[config.mk]
export PLATFORM = sky130hd
export DESIGN_NAME = game_score_ctrl_flat
export DESIGN_NICKNAME = d
export VERILOG_FILES = /design/src/rtl/game_score_ctrl_if.sv /design/src/rtl/game_score_ctrl.sv /design/src/flat_wrapper.sv
export SDC_FILE = /design/constraint.sdc
export NUM_CORES = 1
export LEC_CHECK = 0
export CORE_UTILIZATION = 45
export DETAILED_ROUTE_END_ITERATION = 10
export PLACE_DENSITY = 0.74
export SKIP_CTS_REPAIR_TIMING = 1
export SYNTH_ARGS = -nofsm -noshare
export SYNTH_HDL_FRONTEND = slang
export SYNTH_SLANG_ARGS = --single-unit
[constraint.sdc]
create_clock -name clk -period 1.91 [get_ports clk]
set_clock_uncertainty 0.1 [all_clocks]
set_input_delay 0.382 -clock clk [delete_from_list [all_inputs] [get_ports clk]]
set_output_delay 0.382 -clock clk [all_outputs]
set_load 0.01 [all_outputs]
[src/rtl/game_score_ctrl_if.sv]
`default_nettype none
// ============================================================================
// Module      : game_score_ctrl_if
// Description : Signal bundle between the pong game-flow controller, the
//               pixel/collision logic, the BCD score counter and the text
//               overlay.
//               slave  modport : the game_score_ctrl side
//               master modport : the environment side (collision logic,
//                                score counter, overlay)
//               Signals:
//                 tick_60hz  1-cycle frame tick
//                 btn        debounced, synchronised start button level
//                 hit, miss  1-cycle collision pulses
//                 dig1, dig0 current BCD score (tens, units)
//                 d_inc      score increment strobe
//                 d_clr      score clear strobe
//                 gra_still  graphics frozen
//                 lives      balls remaining
//                 game_over  game-over screen select
//                 hs_dig1/0  high score (only with HIGH_SCORE_EN)
//               Optional feature macro: HIGH_SCORE_EN
// Revision    : 1.0 - initial release
// ============================================================================
interface game_score_ctrl_if;
  logic       tick_60hz;
  logic       btn;
  logic       hit;
  logic       miss;
  logic [3:0] dig1;
  logic [3:0] dig0;
  logic       d_inc;
  logic       d_clr;
  logic       gra_still;
  logic [2:0] lives;
  logic       game_over;
`ifdef HIGH_SCORE_EN
  logic [3:0] hs_dig1;
  logic [3:0] hs_dig0;
`endif

  modport slave (
    input  tick_60hz, btn, hit, miss, dig1, dig0,
`ifdef HIGH_SCORE_EN
    output hs_dig1, hs_dig0,
`endif
    output d_inc, d_clr, gra_still, lives, game_over
  );

  modport master (
    output tick_60hz, btn, hit, miss, dig1, dig0,
`ifdef HIGH_SCORE_EN
    input  hs_dig1, hs_dig0,
`endif
    input  d_inc, d_clr, gra_still, lives, game_over
  );
endinterface
`default_nettype wire

[src/rtl/game_score_ctrl.sv]
`default_nettype none
// ============================================================================
// Module      : game_score_ctrl
// Description : Game-flow FSM for the VGA pong game. Sequences the 2-digit
//               BCD score counter (d_inc / d_clr strobes, reads dig1/dig0),
//               tracks the remaining balls, freezes graphics between balls
//               and times the game-over screen in frame ticks.
// Ports       : clk    system clock
//               reset  asynchronous, active-low reset
//               bus    game_score_ctrl_if.slave (see interface header)
// Parameters  : LIVES        balls per game (1..7)
//               WAIT_FRAMES  frame ticks the game-over screen is held (1..255)
// Options     : HIGH_SCORE_EN - adds a high-score register pair
//               (bus.hs_dig1 / bus.hs_dig0) updated at the end of each game.
// Revision    : 1.0 - initial release
// ============================================================================
module game_score_ctrl #(
  parameter int LIVES       = 3,
  parameter int WAIT_FRAMES = 120
) (
  input  wire logic        clk,
  input  wire logic        reset,
  game_score_ctrl_if.slave bus
);

  // --------------------------------------------------------------------------
  // State encoding
  // --------------------------------------------------------------------------
  typedef enum logic [1:0] {
    ST_NEWGAME = 2'd0,
    ST_PLAY    = 2'd1,
    ST_NEWBALL = 2'd2,
    ST_OVER    = 2'd3
  } state_t;

  localparam logic [2:0] C_LIVES_INIT = 3'(LIVES);
  localparam logic [7:0] C_WAIT_INIT  = 8'(WAIT_FRAMES);

  // --------------------------------------------------------------------------
  // Registers
  // --------------------------------------------------------------------------
  state_t     state_q,     state_d;
  logic [2:0] lives_q,     lives_d;
  logic [7:0] timer_q,     timer_d;
  logic       d_inc_q,     d_inc_d;
  logic       d_clr_q,     d_clr_d;
  logic       gra_still_q, gra_still_d;
  logic       game_over_q, game_over_d;
  logic       btn_q;

  logic       btn_rise;
  logic       score_sat;
  logic       enter_over;

  assign btn_rise  = bus.btn & ~btn_q;
  // 99 is the top of the two-digit counter; further hits must not wrap it.
  assign score_sat = (bus.dig1 == 4'd9) && (bus.dig0 == 4'd9);

  // --------------------------------------------------------------------------
  // State register
  // --------------------------------------------------------------------------
  always_ff @(posedge clk or negedge reset) begin
    if (!reset) begin
      state_q     <= ST_NEWGAME;
      lives_q     <= C_LIVES_INIT;
      timer_q     <= 8'd0;
      d_inc_q     <= 1'b0;
      d_clr_q     <= 1'b0;
      gra_still_q <= 1'b1;
      game_over_q <= 1'b0;
      btn_q       <= 1'b0;
    end else begin
      state_q     <= state_d;
      lives_q     <= lives_d;
      timer_q     <= timer_d;
      d_inc_q     <= d_inc_d;
      d_clr_q     <= d_clr_d;
      gra_still_q <= gra_still_d;
      game_over_q <= game_over_d;
      btn_q       <= bus.btn;
    end
  end

  // --------------------------------------------------------------------------
  // Next-state and registered-output logic
  // --------------------------------------------------------------------------
  always_comb begin
    state_d    = state_q;
    lives_d    = lives_q;
    timer_d    = timer_q;
    d_inc_d    = 1'b0;
    d_clr_d    = 1'b0;
    enter_over = 1'b0;

    case (state_q)
      ST_NEWGAME: begin
        if (btn_rise) begin
          state_d = ST_PLAY;
          d_clr_d = 1'b1;
          lives_d = C_LIVES_INIT;
        end
      end

      ST_PLAY: begin
        // Hit and miss are evaluated independently so a coincident pair
        // both scores and costs a life.
        if (bus.hit && !score_sat) begin
          d_inc_d = 1'b1;
        end
        if (bus.miss) begin
          if (lives_q <= 3'd1) begin
            lives_d    = 3'd0;
            state_d    = ST_OVER;
            timer_d    = C_WAIT_INIT;
            enter_over = 1'b1;
          end else begin
            lives_d = lives_q - 3'd1;
            state_d = ST_NEWBALL;
          end
        end
      end

      ST_NEWBALL: begin
        if (btn_rise) begin
          state_d = ST_PLAY;
        end
      end

      ST_OVER: begin
        if (bus.tick_60hz) begin
          // Reaching 1 (not 0) ends the hold so exactly WAIT_FRAMES ticks
          // are spent on the game-over screen.
          if (timer_q <= 8'd1) begin
            timer_d = 8'd0;
            state_d = ST_NEWGAME;
            lives_d = C_LIVES_INIT;
          end else begin
            timer_d = timer_q - 8'd1;
          end
        end
      end

      default: begin
        state_d = ST_NEWGAME;
        lives_d = C_LIVES_INIT;
        timer_d = 8'd0;
      end
    endcase

    // Frame/overlay flags follow the state being entered so that they
    // change on the same edge as the state itself.
    gra_still_d = (state_d != ST_PLAY);
    game_over_d = (state_d == ST_OVER);
  end

  // --------------------------------------------------------------------------
  // Optional high score
  // --------------------------------------------------------------------------
`ifdef HIGH_SCORE_EN
  logic [3:0] hs_dig1_q, hs_dig1_d;
  logic [3:0] hs_dig0_q, hs_dig0_d;

  always_ff @(posedge clk or negedge reset) begin
    if (!reset) begin
      hs_dig1_q <= 4'd0;
      hs_dig0_q <= 4'd0;
    end else begin
      hs_dig1_q <= hs_dig1_d;
      hs_dig0_q <= hs_dig0_d;
    end
  end

  // Packed BCD digits compare correctly as a plain 8-bit number
  // (tens in the upper nibble).
  always_comb begin
    hs_dig1_d = hs_dig1_q;
    hs_dig0_d = hs_dig0_q;
    if (enter_over && ({bus.dig1, bus.dig0} > {hs_dig1_q, hs_dig0_q})) begin
      hs_dig1_d = bus.dig1;
      hs_dig0_d = bus.dig0;
    end
  end

  assign bus.hs_dig1 = hs_dig1_q;
  assign bus.hs_dig0 = hs_dig0_q;
`else
  // enter_over has no consumer when the high score is absent.
  logic unused_enter_over;
  assign unused_enter_over = enter_over;
`endif

  // --------------------------------------------------------------------------
  // Outputs
  // --------------------------------------------------------------------------
  assign bus.d_inc     = d_inc_q;
  assign bus.d_clr     = d_clr_q;
  assign bus.gra_still = gra_still_q;
  assign bus.lives     = lives_q;
  assign bus.game_over = game_over_q;

endmodule
`default_nettype wire

[src/flat_wrapper.sv]
// flat-port wrapper written by rule: the top's interface ports become plain ports
module game_score_ctrl_flat 
#(
  parameter int LIVES       = 3,
  parameter int WAIT_FRAMES = 120
)
  (clk, reset, bus_tick_60hz, bus_btn, bus_hit, bus_miss, bus_dig1, bus_dig0, bus_d_inc, bus_d_clr, bus_gra_still, bus_lives, bus_game_over);
  game_score_ctrl_if bus_i ();
  input  wire logic clk;
  input  wire logic reset;
  input wire logic [$bits(bus_i.tick_60hz)-1:0] bus_tick_60hz;
  input wire logic [$bits(bus_i.btn)-1:0] bus_btn;
  input wire logic [$bits(bus_i.hit)-1:0] bus_hit;
  input wire logic [$bits(bus_i.miss)-1:0] bus_miss;
  input wire logic [$bits(bus_i.dig1)-1:0] bus_dig1;
  input wire logic [$bits(bus_i.dig0)-1:0] bus_dig0;
  output wire logic [$bits(bus_i.d_inc)-1:0] bus_d_inc;
  output wire logic [$bits(bus_i.d_clr)-1:0] bus_d_clr;
  output wire logic [$bits(bus_i.gra_still)-1:0] bus_gra_still;
  output wire logic [$bits(bus_i.lives)-1:0] bus_lives;
  output wire logic [$bits(bus_i.game_over)-1:0] bus_game_over;
  assign bus_i.tick_60hz = bus_tick_60hz;
  assign bus_i.btn = bus_btn;
  assign bus_i.hit = bus_hit;
  assign bus_i.miss = bus_miss;
  assign bus_i.dig1 = bus_dig1;
  assign bus_i.dig0 = bus_dig0;
  assign bus_d_inc = bus_i.d_inc;
  assign bus_d_clr = bus_i.d_clr;
  assign bus_gra_still = bus_i.gra_still;
  assign bus_lives = bus_i.lives;
  assign bus_game_over = bus_i.game_over;
  game_score_ctrl #(.LIVES(LIVES), .WAIT_FRAMES(WAIT_FRAMES)) u_core (.clk(clk), .reset(reset), .bus(bus_i));
endmodule
==> results of run 1 <==
==> cells by family (layout without fill, tap and decap cells) <==
family,after synthesis,count (layout)
muxes,2,2
and+or+nand+nor,39,39
DFF,18,18
AOI/OAI and AO/OA,32,32
adders and majority gates,4,4
buffers and inverters,9,41
==> registers in the layout, indices dropped and copies added (netlist names) <==
name / cells
u_core.state_q: 2
u_core.bus.d_clr: 1
u_core.btn_q: 1
u_core.bus.d_inc: 1
u_core.bus.gra_still: 1
u_core.bus.lives: 3
u_core.bus.game_over: 1
u_core.timer_q: 8
==> cell type report <==
| class | count | area [sq um] |
|---|---|---|
| multi-input combinational | 77 | 552 |
| clock buffer | 4 | 36.3 |
| timing repair buffer | 30 | 280 |
| fill | 175 | 679 |
| sequential | 18 | 454 |
| inverter | 7 | 26.3 |
| tap | 27 | 33.8 |
==> power breakdown <==
part,internal (W),switching (W)
sequential,0.000465,0.0000782
combinational,0.000278,0.000224
clock,0.000116,0.000121
==> metal layers <==
metal,up-vias,GRT usage,share of wire
li1,443,-,-
met1,438,0.224,0.42
met2,16,0.336,0.52
met3,4,0.0648,0.042
met4,0,0.0619,0.018
met5,-,0,0
==> final timing paths <==
path,depth (start not counted),to,start,slack (ps)
worst max-delay path,5,u_core.timer_q[7]$_DFFE_PN0P_,u_core.bus.lives[0]$_DFFE_PN1P_,30
worst min-delay path,2,u_core.state_q[0]$_DFF_PN0_,reset,300
worst max register to register,5,u_core.timer_q[7]$_DFFE_PN0P_,u_core.bus.lives[0]$_DFFE_PN1P_,30
worst min register to register,2,u_core.timer_q[1]$_DFFE_PN0P_,u_core.timer_q[1]$_DFFE_PN0P_,430
max in group asynchronous,2,u_core.bus.lives[0]$_DFFE_PN1P_,reset,1150
min in group clk,2,u_core.timer_q[1]$_DFFE_PN0P_,u_core.timer_q[1]$_DFFE_PN0P_,430
==> cell usage after synthesis (2+ instances only) <==
master / count / area, sq um
a21oi_1: 8 / 40.0
a31o_2: 2 / 17.5
a31oi_1: 3 / 18.8
dfrtp_1: 15 / 375
dfstp_2: 3 / 78.8
ha_1: 4 / 50.1
inv_1: 7 / 26.3
nand2_1: 9 / 33.8
nand2b_1: 3 / 18.8
nor2_1: 10 / 37.5
nor3_1: 4 / 20.0
nor3b_1: 2 / 15.0
nor4bb_1: 2 / 20.0
o21a_1: 2 / 15.0
o21ai_0: 6 / 30.0
o21bai_1: 2 / 15.0
o22a_1: 2 / 17.5
==> critical path: stages (launching register included) <==
cell	delay, ps
dfstp_2	550
ha_2	160
o21ba_4	160
o21a_4	210
or3_4	420
o31ai_4	200
==> per-stage QoR <==
stage                     power, W  TNS (ps)  hold slack [ps]
after global routing       0.00137     -21.5              311
after global placement     0.00100      -110              379
after CTS                  0.00126     -75.0              310
after floorplan           0.000799         0            -13.6
final                      0.00128         0              300
after detailed placement   0.00102      -529              405
==> results.cfg, run 1 <==
[run_status]
run_status = completed

[place]
gp_congestion = 0.840
place_worst_setup_slack_ps = -153
dpl-instance-area_sq_um = 1320
hpwl_um = 1650
io_buffers = 20
place_inst = 158

[route]
vias_per_cell = 5.53
wire_per_inst_um = 13.9
drtIter0Drc = 9
drtAntennaViolNets = 0
drc = 0
dr.pass1.iters = 4
vias = 901
wirelength_um = 2260

[synth]
synthesis.area_sq_um = 1030
synth_top_family_by_area = simple AND/OR/NAND/NOR gates
avgSynthCellArea_sq_um = 9.94
netlist_instances = 104
ys_seq_area_frac = 0.439
synth_xor_xnor_area_share = 0
synth-compound-area-share = 0.218
synth_fa_ha_area_frac = 0.0484
synth-simple-area-share = 0.230
synth-async-reset-ratio = 1.00
yosysWarnings = 0
synth_edf_count = 0
synthFlopType = dfrtp_1
synth_nets = 122
ys_ff_latch = 18
synth_cell_types = 37
synth.mux.area_fraction = 0.0206

[floorplan]
start_util = 0.501
io_pins = 21
core.rowCount = 16
core_area_sq_um = 2060
dieArea_sq_um = 2490
die_h_um = 49.9
die_x_um = 49.9

[flow_run]
max_cap_violations = 0

[critical_path]
crit_path_start_kind = flop
end_kind = flop
cp.required_ps = 2020
crit_type = reg -> reg
critPathMaxFanout = 4
cp_data_arrival_time_ps = 1990

[cts]
cts-buffers-inserted = 3
cts.path.max_buffers = 2
clock_latency_ps = 290
clock_sinks = 18
cts_max_level = 1
cts_tree = yes
cts-root-buf = clkbuf_4
clk_pin_slew_ps = 110

[power]
p_leak_nw = 0.588
p_per_area_nw_per_um2 = 927
peakVddDrop_uv = 658

[global_routing]
overflow = 0
grt_max_degree = 19
antenna_found_initial = 0
grt_pass1_wl_um = 3670
gr-usage-all-layers = 0.195
grt_pass1_vias = 864

[timing]
slew_headroom = 0.709
tightest_slew_ps = 436
setup_ws_ps = 25.2
min_period_ps = 1880
setup_viol = 0
final-hold-violation-count = 0
slew_violations = 0
period_share = 0.987
max_freq_mhz = 531

[layout]
final_layout_size_suffix_gt1_frac = 0.206
utilization = 0.671
final_common_cell = clkdlybuf4s50_1
final_cells = 163
stdcell_area_sq_um = 1380
final_cell_mix = clkdlybuf4s50_1 (18), dfrtp_1 (15), nor2_1 (10), buf_4 (10), nand2_1 (9)
antenna_cells = 0
synthToLayoutAreaGrowth_pct = 33.8
nets = 155

[worst_hold_path]
hold_class = in -> async
Power figures use the tool's default switching activity.
==> run 2: changes to the inputs <==
CORE_MARGIN = 2   (was default)
==> run 2 against run 1 <==
Critical path depth is 4 lower; sequential share of layout area grew 0.33 points; sequential power grew 1%; design area is 1.0% lower; critical path type is now reg -> out; global-route usage shrank 1.8 points; critical endpoint is now bus_lives[1]; maximum frequency grew 1.6%; core utilization decreased by 4.6 points; non-clock buffer count increased by 1; via count is 3.6% lower; total power fell by 4.6%; combinational power shrank 5.2%.
==> results.cfg, run 2 (synthesis gave the netlist of run 1 again) <==
[run_status]
run_status = completed

[power]
power.share.clock = 0.161
p_sw_frac = 0.337
seqPwrFrac = 0.450
comb_power_share = 0.389
p_sw_w = 0.000412
p_int_w = 0.000811
p_leak_nw = 0.583
peakVddDrop_uv = 620
p_per_area_nw_per_um2 = 894

[layout]
antenna_cells = 0
synthToLayoutAreaGrowth_pct = 32.4
final_cells = 165
top_register = u_core.timer_q
final_layout_size_suffix_gt1_frac = 0.204
nets = 156
largest_register_ffs = 8
utilization = 0.625
final_common_cell = clkdlybuf4s50_1
final_cell_mix = clkdlybuf4s50_1 (19), dfrtp_1 (15), buf_4 (11)

[timing]
tightest_slew_ps = 431
slew_violations = 0
max_freq_mhz = 539
final-hold-violation-count = 0
period_share = 0.972
rsz0062_at_grt = no
setup_viol = 0
slew_headroom = 0.712
setup_tns_ps = 0
min_period_ps = 1860

[floorplan]
io_pins = 21
die_h_um = 51.9
core.rowCount = 17
core_area_sq_um = 2190
dieArea_sq_um = 2700
die_x_um = 51.9
start_util = 0.472

[route]
drc = 0
vias_per_cell = 5.27
wire_per_inst_um = 12.8
drtAntennaViolNets = 0
dr.pass1.iters = 5
drtIter0Drc = 15
wirelength_um = 2110
vias = 869

[cts]
clk_pin_slew_ps = 90
cts_tree = yes
clock_latency_ps = 300
clock_sinks = 18
cts.path.max_buffers = 2
cts-root-buf = clkbuf_4
cts-buffers-inserted = 3
cts_max_level = 1

[worst_hold_path]
hold_class = in -> async

[critical_path]
cpPeakStageDelay_ps = 550
r2r_start = u_core.bus.lives[0]$_DFFE_PN1P_
cp_slowest_cell = dfstp_2
cp_cell_sequence = clkdlybuf4s50_1
end_kind = output pin
cp.required_ps = 1430
crit_path_start_kind = flop
critPathMaxFanout = 3
crit_start = u_core.bus.lives[1]$_DFFE_PN1P_
cp_data_arrival_time_ps = 1370
path_buf_inv = 1
critPathTopFamily = flip-flops
crit_type = reg -> out

[place]
hpwl_um = 1590
io_buffers = 20
gp_congestion = 0.824
place_inst = 160

[global_routing]
overflow = 0
gr-usage-all-layers = 0.176
grt_pass1_vias = 832
antenna_found_initial = 0
grt_pass1_wl_um = 3490
grt_max_degree = 19

[flow_run]
max_cap_violations = 0
run 2: cell type report:
class                      instances  area, sq um
fill                             182          822
multi-input combinational         77          542
sequential                        18          454
timing repair buffer              31          285
tap                               28         35.0
clock buffer                       4         26.3
inverter                           7         26.3
run 2: through the flow:
step / setup slack, ps / instance area [sq um] / hold slack (ps) / total power (W)
detailed placement: -95.4 / 1330 / 387 / 0.00101
floorplan: 54.0 / 1030 / -13.6 / 0.000799
CTS: -6.86 / 1350 / 323 / 0.00120
global placement: -77.7 / 1330 / 381 / 0.000987
finish: 54.4 / 1370 / 313 / 0.00122
global route: 1.89 / 1370 / 325 / 0.00132
run 2: worst paths after layout:
kind / slack, ps / to / cells past startpoint
worst min register to register: 400 / u_core.timer_q[7]$_DFFE_PN0P_ / 1
min in group clk: 400 / u_core.timer_q[7]$_DFFE_PN0P_ / 1
max in group asynchronous: 1140 / u_core.bus.gra_still$_DFF_PN1_ / 2
worst max register to register: 70 / u_core.timer_q[7]$_DFFE_PN0P_ / 5
worst min-delay path: 310 / u_core.bus.d_clr$_DFF_PN0_ / 2
worst max-delay path: 50 / bus_lives[1] / 1
run 2: metal layers:
layer / part of all wire / global-route usage / wire length [um] / vias up
met5: 0 / 0 / 0 / -
met4: 0.021 / 0.0877 / 44 / 0
met3: 0.068 / 0.0460 / 143 / 8
met2: 0.48 / 0.304 / 1020 / 25
met1: 0.43 / 0.200 / 902 / 395
li1: - / - / - / 441
run 2: power by group through the flow:
stage / logic (W) / clock network [W] / registers (W)
2_1_floorplan: 0.000245 / 0 / 0.000554
5_1_grt: 0.000530 / 0.000222 / 0.000565
3_3_place_gp: 0.000433 / 0 / 0.000554
4_1_cts: 0.000450 / 0.000200 / 0.000553
3_5_place_dp: 0.000449 / 0 / 0.000560
6_report: 0.000476 / 0.000197 / 0.000550
